## config.mk

```make
export PLATFORM = sky130hd
export DESIGN_NAME = period_meter_flat
export DESIGN_NICKNAME = d
export VERILOG_FILES = /design/src/rtl/period_meter_if.sv /design/src/rtl/period_meter.sv /design/src/flat_wrapper.sv
export SDC_FILE = /design/constraint.sdc
export NUM_CORES = 1
export LEC_CHECK = 0
export ABC_AREA = 1
export BUFFER_PORTS_ARGS = -buffer_cell sky130_fd_sc_hd__buf_2
export CELL_PAD_IN_SITES_DETAIL_PLACEMENT = 1
export CELL_PAD_IN_SITES_GLOBAL_PLACEMENT = 1
export CORE_MARGIN = 3
export CORE_UTILIZATION = 35
export CTS_CLUSTER_DIAMETER = 40
export DETAILED_ROUTE_END_ITERATION = 7
export PLACE_DENSITY_LB_ADDON = 0.3
export SKIP_CTS_REPAIR_TIMING = 1
export SYNTH_ARGS = -nofsm -noshare
export SYNTH_HDL_FRONTEND = slang
export SYNTH_SLANG_ARGS = --single-unit
```

## constraint.sdc

```tcl
create_clock -name clockin -period 1.55 [get_ports clockin]
set_input_delay 0.2325 -clock clockin [delete_from_list [all_inputs] [get_ports clockin]]
set_output_delay 0.2325 -clock clockin [all_outputs]
set_load 0.03 [all_outputs]
```

## src/rtl/period_meter_if.sv

```systemverilog
// Measurement bus for period_meter: slow input and clear pulse in, period/high-time results out.
// The slave modport is the meter itself; the master modport is whoever drives the input and reads results.
interface period_meter_if #(
    parameter int WIDTH = 32
);
    logic             sig_in;
    logic             ovf_clr;
    logic [WIDTH-1:0] period;
    logic [WIDTH-1:0] high_time;
    logic             period_valid;
    logic             overflow;

    modport master (
        output sig_in, ovf_clr,
        input  period, high_time, period_valid, overflow
    );

    modport slave (
        input  sig_in, ovf_clr,
        output period, high_time, period_valid, overflow
    );
endinterface

```

## src/rtl/period_meter.sv

```systemverilog
// Recovers period and high time of a slow asynchronous signal in clockin cycles.
// Define PERIOD_METER_DUTY_EN to build the high-time counter; otherwise high_time is tied to zero.
module period_meter #(
    parameter int WIDTH       = 32,
    parameter int SYNC_STAGES = 2
) (
    input  logic          clockin,
    input  logic          reset_n,
    period_meter_if.slave bus
);
    localparam logic [WIDTH-1:0] CNT_MAX  = {WIDTH{1'b1}};
    localparam logic [WIDTH-1:0] CNT_ONE  = {{(WIDTH-1){1'b0}}, 1'b1};
    localparam logic [WIDTH-1:0] CNT_ZERO = {WIDTH{1'b0}};

    typedef enum logic [1:0] {
        WAIT_FIRST = 2'd0,
        MEASURE    = 2'd1,
        STALLED    = 2'd2
    } state_t;

    logic [SYNC_STAGES-1:0] sync_r;
    logic                   s_prev_r;
    logic                   s_sync_s;
    logic                   rise_s;
    state_t                 state_r, state_s;
    logic [WIDTH-1:0]       count_r, count_s;
    logic [WIDTH-1:0]       period_r, period_s;
    logic                   valid_r, valid_s;
    logic                   ovf_r, ovf_s;
    logic                   load_s;
    logic                   inc_s;

    assign s_sync_s = sync_r[SYNC_STAGES-1];
    assign rise_s   = s_sync_s & ~s_prev_r;

    // Input synchroniser chain plus the edge-detect delay flop.
    always_ff @(posedge clockin) begin
        if (!reset_n) begin
            sync_r   <= {SYNC_STAGES{1'b0}};
            s_prev_r <= 1'b0;
        end else begin
            sync_r   <= {sync_r[SYNC_STAGES-2:0], bus.sig_in};
            s_prev_r <= s_sync_s;
        end
    end

    // Next-state, counter control and result capture; a rise only publishes from MEASURE.
    always_comb begin
        state_s  = state_r;
        period_s = period_r;
        valid_s  = 1'b0;
        ovf_s    = ovf_r & ~bus.ovf_clr;
        load_s   = 1'b0;
        inc_s    = 1'b0;
        case (state_r)
            WAIT_FIRST, STALLED: begin
                if (rise_s) begin
                    load_s  = 1'b1;
                    state_s = MEASURE;
                end else begin
                    state_s = state_r;
                end
            end
            MEASURE: begin
                if (rise_s) begin
                    load_s   = 1'b1;
                    period_s = count_r;
                    valid_s  = 1'b1;
                end else if (count_r == CNT_MAX) begin
                    // Saturate instead of wrapping; the set overrides a same-cycle clear.
                    state_s = STALLED;
                    ovf_s   = 1'b1;
                end else begin
                    inc_s = 1'b1;
                end
            end
            default: begin
                state_s = WAIT_FIRST;
            end
        endcase
        if (load_s) begin
            count_s = CNT_ONE;
        end else if (inc_s) begin
            count_s = count_r + CNT_ONE;
        end else begin
            count_s = count_r;
        end
    end

    // State, period counter and registered outputs.
    always_ff @(posedge clockin) begin
        if (!reset_n) begin
            state_r  <= WAIT_FIRST;
            count_r  <= CNT_ZERO;
            period_r <= CNT_ZERO;
            valid_r  <= 1'b0;
            ovf_r    <= 1'b0;
        end else begin
            state_r  <= state_s;
            count_r  <= count_s;
            period_r <= period_s;
            valid_r  <= valid_s;
            ovf_r    <= ovf_s;
        end
    end

`ifdef PERIOD_METER_DUTY_EN
    logic [WIDTH-1:0] hcount_r, hcount_s;
    logic [WIDTH-1:0] high_r, high_s;

    // High-time counter follows the period counter's load/increment decisions.
    always_comb begin
        hcount_s = hcount_r;
        high_s   = high_r;
        if (load_s) begin
            hcount_s = CNT_ONE;
        end else if (inc_s && s_sync_s) begin
            hcount_s = hcount_r + CNT_ONE;
        end else begin
            hcount_s = hcount_r;
        end
        if (valid_s) begin
            high_s = hcount_r;
        end else begin
            high_s = high_r;
        end
    end

    // High-time counter and published high time.
    always_ff @(posedge clockin) begin
        if (!reset_n) begin
            hcount_r <= CNT_ZERO;
            high_r   <= CNT_ZERO;
        end else begin
            hcount_r <= hcount_s;
            high_r   <= high_s;
        end
    end

    assign bus.high_time = high_r;
`else
    assign bus.high_time = CNT_ZERO;
`endif

    assign bus.period       = period_r;
    assign bus.period_valid = valid_r;
    assign bus.overflow     = ovf_r;
endmodule

```

## src/flat_wrapper.sv

```systemverilog
// flat-port wrapper written by rule: the top's interface ports become plain ports
module period_meter_flat 
#(
    parameter int WIDTH       = 32,
    parameter int SYNC_STAGES = 2
)
  (clockin, reset_n, bus_sig_in, bus_ovf_clr, bus_period, bus_high_time, bus_period_valid, bus_overflow);
  period_meter_if #(.WIDTH(WIDTH)) bus_i ();
  input  logic clockin;
  input  logic reset_n;
  input wire logic [$bits(bus_i.sig_in)-1:0] bus_sig_in;
  input wire logic [$bits(bus_i.ovf_clr)-1:0] bus_ovf_clr;
  output wire logic [$bits(bus_i.period)-1:0] bus_period;
  output wire logic [$bits(bus_i.high_time)-1:0] bus_high_time;
  output wire logic [$bits(bus_i.period_valid)-1:0] bus_period_valid;
  output wire logic [$bits(bus_i.overflow)-1:0] bus_overflow;
  assign bus_i.sig_in = bus_sig_in;
  assign bus_i.ovf_clr = bus_ovf_clr;
  assign bus_period = bus_i.period;
  assign bus_high_time = bus_i.high_time;
  assign bus_period_valid = bus_i.period_valid;
  assign bus_overflow = bus_i.overflow;
  period_meter #(.WIDTH(WIDTH), .SYNC_STAGES(SYNC_STAGES)) u_core (.clockin(clockin), .reset_n(reset_n), .bus(bus_i));
endmodule
```

==> results of run 1 <==
-- state kept, by name, indices dropped and copies added, names as in the netlist --
| signal | count |
|---|---|
| u_core.bus.period | 32 |
| u_core.count_r | 32 |
| u_core.state_r | 2 |
| u_core.sync_r | 2 |
| u_core.bus.overflow | 1 |
| u_core.bus.period_valid | 1 |
| u_core.s_prev_r | 1 |
-- area by class of cell --
cell class | instances | area [µm²]
inverter | 40 | 155
clock inverter | 6 | 36.3
multi-input combinational | 421 | 2030
tap | 133 | 166
fill | 1351 | 5310
timing repair buffer | 97 | 702
sequential | 71 | 1460
clock buffer | 10 | 138
-- kinds of logic after synthesis --
logic type / count (synthesis)
xor gates and xnor gates: 14
and+or+nand+nor: 294
buffers and inverters: 89
DFF: 71
AOI/OAI and AO/OA: 80
adders and majority gates: 1
other: 1
-- metal layers --
metal | up-vias | global-route usage | wire length [µm]
li1 | 1840 | - | -
met2 | 53 | 0.347 | 6060
met3 | 12 | 0.0346 | 297
met4 | 0 | 0.0667 | 162
met5 | - | 0 | 0
met1 | 1808 | 0.245 | 5290
-- power groups by stage --
| stage | sequential [mW] | clock [mW] | combinational, mW |
|---|---|---|---|
| 6_report | 1.84 | 1.36 | 0.313 |
| 3_5_place_dp | 1.89 | 0 | 0.294 |
| 4_1_cts | 1.85 | 1.40 | 0.294 |
| 3_3_place_gp | 1.89 | 0 | 0.287 |
| 5_1_grt | 1.84 | 1.48 | 0.337 |
| 2_1_floorplan | 1.91 | 0 | 0.257 |
-- metrics by stage --
stage / hold WS (ns) / setup TNS (ns) / utilization / worst slack (ns) / power (mW)
after floorplan: 0.330 / 0 / - / 0.00107 / 2.17
after global placement: 0.398 / -0.0598 / 0.429 / -0.0492 / 2.18
after detailed placement: 0.407 / -0.199 / 0.429 / -0.0452 / 2.19
after CTS: 0.0444 / -0.566 / 0.447 / -0.0631 / 3.55
after global routing: 0.0660 / -1.12 / 0.469 / -0.0968 / 3.66
final: 0.0578 / 0 / 0.469 / 0.0171 / 3.51
-- how the worst max path moves through the flow --
stage / from / to / slack, ns
final: u_core.count_r[21] / u_core.count_r[15] / 0.02
after global routing: u_core.count_r[21] / u_core.count_r[15] / -0.1
after CTS: u_core.count_r[2] / u_core.count_r[23] / -0.06
after detailed placement: u_core.count_r[12] / u_core.count_r[0] / -0.05
after global placement: u_core.count_r[2] / u_core.count_r[23] / -0.05
after floorplan: u_core.count_r[0] / u_core.count_r[29] / 0.001
-- worst max-delay path: stages (launching register included) --
cell	delay, ns
dfxtp_1	0.35
nand2_1	0.10
nor2_1	0.14
nand2_1	0.14
nor2_4	0.16
nand2_4	0.08
nand2_8	0.11
clkbuf_16	0.17
nand2_1	0.05
a21oi_1	0.16
-- cell usage in the layout, fill, tap and decap left out, types with 9 or more instances in the layout --
cell type    n
nand2_1    152
nor2_1      72
dfxtp_1     55
buf_4       54
a21oi_1     39
buf_2       37
inv_1       36
o21ai_0     33
conb_1      32
nand3_1     19
nor2_2      18
nor2_4      10
nand2_2     10
clkbuf_8    10
xor2_1       9
dfxtp_2      9
==> results.toml, run 1 <==
[timing]
layout_min_cycle_time_ns = 1.53
rsz0062_at_grt = "true"
clock_skew_ns = 0.0118
period_share = 0.989
fmax_ghz = 0.652
hold_viol = 0
setup_viol = 0
slew_violations = 0

[run]
cap_violations = 0

[yosys]
synthMuxAreaShare = 0
yosysSeqAreaShare = 0.386
synth_top_area_cell = "dfxtp_1"
synthCells = 550
avgSynthCellArea_um2 = 6.69
synth-async-reset-ratio = 0
synthXorXnorAreaFrac = 0.0333
synth_most_common_cell = "nand2_1"
synth_compound_area_frac = 0.109
synth_area_leaders = "dfxtp_1, nand2_1, nor2_1"
ys_seq_elements = 71
synth_top_area_frac = 0.386
synth_ff_type = "dfxtp_1"
synth_simple_gate_area_frac = 0.332
ys.warnings.count = 0
synth_top_family_by_area = "simple AND/OR/NAND/NOR gates"
netlist_top_cells_count = "nand2_1, nor2_1, dfxtp_1"
ys_types = 27
synth-edff-count = 0
synth_fa_ha_area_frac = 0.00340
synth_area_mm2 = 0.00368

[grt]
gr-total-overflow = 0
track_usage = 0.199
grt_start_max_net_pins = 36
grt_pass1_vias = 3748
grt_pass1_wl_um = 18200
antenna_found_initial = 0

[finish]
final_nets = 645
drive_gt1_frac = 0.284
syn2layout_area_growth_pct = 27.3
n_antenna_cell = 0
fin_area_mm2 = 0.00469
fin_cells = 778

[pwr]
p_leak_nw = 2.00
ir_drop_mv = 0.345
powerDensity_mw_per_mm2 = 750
clockPowerShare = 0.387
switching_power_mw = 0.998
seq_power_share = 0.524
power_frac_comb = 0.089
intPower_mw = 2.52
swShare = 0.284

[clock_network]
clkTransAtPathRegs_ns = 0.08
clockBufferDepth = 2
root_buffer = "clkbuf_8"
cts_tree = "done"
h-tree-depth = 3
clkLatencyLatePin_ns = 0.36
cts.sinks = 71
cts_buffers = 9

[drt]
drc = 0
wl_per_cell_um = 15.2
antenna_left = 0
vias = 3713
initialDrtViolationCount = 114
wl_um = 11800
via_per_inst = 4.77
drt_pass1_iterations = 4

[critical_path]
worst_r2r_path_depth = 9
end_kind = "flip-flop"
r2r_start = "u_core.count_r[21]"
cp-start-kind = "flip-flop"
crit_required_ns = 1.83
timing.rr.end = "u_core.count_r[15]"
crit_type = "reg2reg"
worstPathMaxFanout = 10
rrSetupSlack_ns = 0.02
critPathArrivalTime_ns = 1.81

[floorplan]
die_area_mm2 = 0.0118
die_w_um = 109
ios = 70
num_rows = 36
core_mm2 = 0.0100
fp.dieH_um = 109
start_util = 0.368

[hold_path]
hp-class = "in2reg"
min_delay_worst_endpoint = "u_core.sync_r[0]"
min_path_cells = 3
hold_start = "bus_sig_in"

[place]
placed_cell_area_mm2 = 0.00429
dp_cells = 760
dpl.hpwl_um = 8500
place_congestion = 0.868
io_buffer_count = 37

[run_status]
status = "finished clean"
(Power assumes the default switching activity.)
==> inputs of run 2 (changes only) <==
==> constraint.sdc (replaced) <==
create_clock -name clockin -period 1.55 [get_ports clockin]
set_input_delay 0.31 -clock clockin [delete_from_list [all_inputs] [get_ports clockin]]
set_output_delay 0.31 -clock clockin [all_outputs]
set_load 0.03 [all_outputs]
==> run 2 against run 1 <==
  * The flow now finishes with violations (negative setup slack)
  * Sequential share of layout area decreased by 1.3 points
  * Via count is 3.2% higher
  * Clock power increased by 36%
  * Combinational power up 9.3%
  * Register-to-register slack got worse by 0.04 ns
  * Global-route usage increased by 0.93 points
  * Critical endpoint is now u_core.count_r[16]
==> results.toml, run 2 (same netlist as run 1, synthesis figures left out) <==
[run_status]
status = "finished with violations"
violations = "negative setup slack"

[place]
dp_cells = 761
io_buffer_count = 37
dpl.hpwl_um = 8430
pre_cts_slack_ns = -0.0383
place_congestion = 0.874
placed_cell_area_mm2 = 0.00430

[critical_path]
startpoint = "u_core.count_r[18]"
worstPathMaxFanout = 7
worst_r2r_path_depth = 9
crit_slowest_cell = "dfxtp_4"
r2r_start = "u_core.count_r[18]"
rrSetupSlack_ns = -0.02
end_kind = "flip-flop"
critPathArrivalTime_ns = 1.86
critPathMaxStageDelay_ns = 0.38
cpMostUsedCell = "nand2_1"
timing.rr.end = "u_core.count_r[16]"
crit_required_ns = 1.84
path_cells = "nand2_1 > nor2_2 > nand2_2 > nor2_4 > nand2_4 > nand2_8 > buf_6 > nand2_1 > a21oi_1"
cp-start-kind = "flip-flop"
crit_type = "reg2reg"

[grt]
grt_pass1_vias = 3948
grt_pass1_wl_um = 19100
grt_start_max_net_pins = 36
antenna_found_initial = 0
gr-total-overflow = 0
track_usage = 0.208

[pwr]
intPower_mw = 2.98
p_leak_nw = 2.08
power_frac_comb = 0.085
switching_power_mw = 1.04
powerDensity_mw_per_mm2 = 819
p_total_mw = 4.03
ir_drop_mv = 0.498
swShare = 0.259
clockPowerShare = 0.459
seq_power_share = 0.456

[floorplan]
die_w_um = 109
ios = 70
die_area_mm2 = 0.0118
core_mm2 = 0.0100
fp.dieH_um = 109
start_util = 0.368
num_rows = 36

[timing]
setup_viol = 1
setup_ws_ns = -0.0192
clock_skew_ns = 0.00879
holdWs_ns = 0.139
fmax_ghz = 0.637
rsz0062_at_grt = "true"
layout_min_cycle_time_ns = 1.57
slew_violations = 0
fin_setup_tns_ns = -0.0192
period_share = 1.01
hold_viol = 0

[finish]
fin_cells = 784
final_util = 0.492
final_common_cell = "nand2_1"
n_antenna_cell = 0
syn2layout_area_growth_pct = 33.6
drive_gt1_frac = 0.332
final_cell_mix = "nand2_1, nor2_1, buf_4"
fin_area_mm2 = 0.00492
final_nets = 651

[drt]
vias = 3830
drt_pass1_iterations = 4
via_per_inst = 4.89
drc = 0
initialDrtViolationCount = 114
wl_um = 12700
wl_per_cell_um = 16.2
antenna_left = 0

[run]
cap_violations = 0

[clock_network]
clockBufferDepth = 2
root_buffer = "clkbuf_8"
clkLatencyLatePin_ns = 0.36
cts_tree = "done"
cts_buffers = 9
cts.sinks = 71
clkTransAtPathRegs_ns = 0.08
h-tree-depth = 3

[hold_path]
min_delay_worst_endpoint = "u_core.sync_r[0]"
hp-class = "in2reg"
min_path_cells = 3
hold_start = "bus_sig_in"
## run 2: critical path, delay by kind of cell, from the launching register on
family	cells	cell delay (ns)
AOI/OAI and AO/OA	1	0.16
and+or+nand+nor	7	0.80
buffers and inverters	1	0.15
DFF	1	0.38
## run 2: power by group through the flow
| stage | clock (mW) | combinational, mW | sequential, mW |
|---|---|---|---|
| after floorplan | 0 | 0.257 | 1.91 |
| after detailed placement | 0 | 0.293 | 1.89 |
| final | 1.85 | 0.342 | 1.84 |
| after CTS | 1.89 | 0.295 | 1.85 |
| after global placement | 0 | 0.289 | 1.89 |
| after global routing | 1.98 | 0.364 | 1.84 |
## run 2: how the worst max path moves through the flow
stage / to / cells after the start
5_1_grt: u_core.count_r[13] / 10
3_3_place_gp: u_core.count_r[23] / 8
3_5_place_dp: u_core.count_r[3] / 9
6_report: u_core.count_r[16] / 9
2_1_floorplan: u_core.count_r[29] / 11
4_1_cts: u_core.count_r[19] / 7
## run 2: per-layer routing
layer,routed length [µm],part of all wire,track usage,up-vias
li1,-,-,-,1857
met1,5400,0.43,0.252,1853
met4,378,0.030,0.0505,0
met3,451,0.036,0.0382,32
met2,6450,0.51,0.378,88
met5,0,0,0,-
## run 2: cell type report
class | instances | area [µm²]
inverter | 40 | 160
clock buffer | 9 | 124
fill | 1306 | 5080
multi-input combinational | 421 | 2120
clock inverter | 7 | 120
tap | 133 | 166
sequential | 71 | 1470
timing repair buffer | 103 | 761
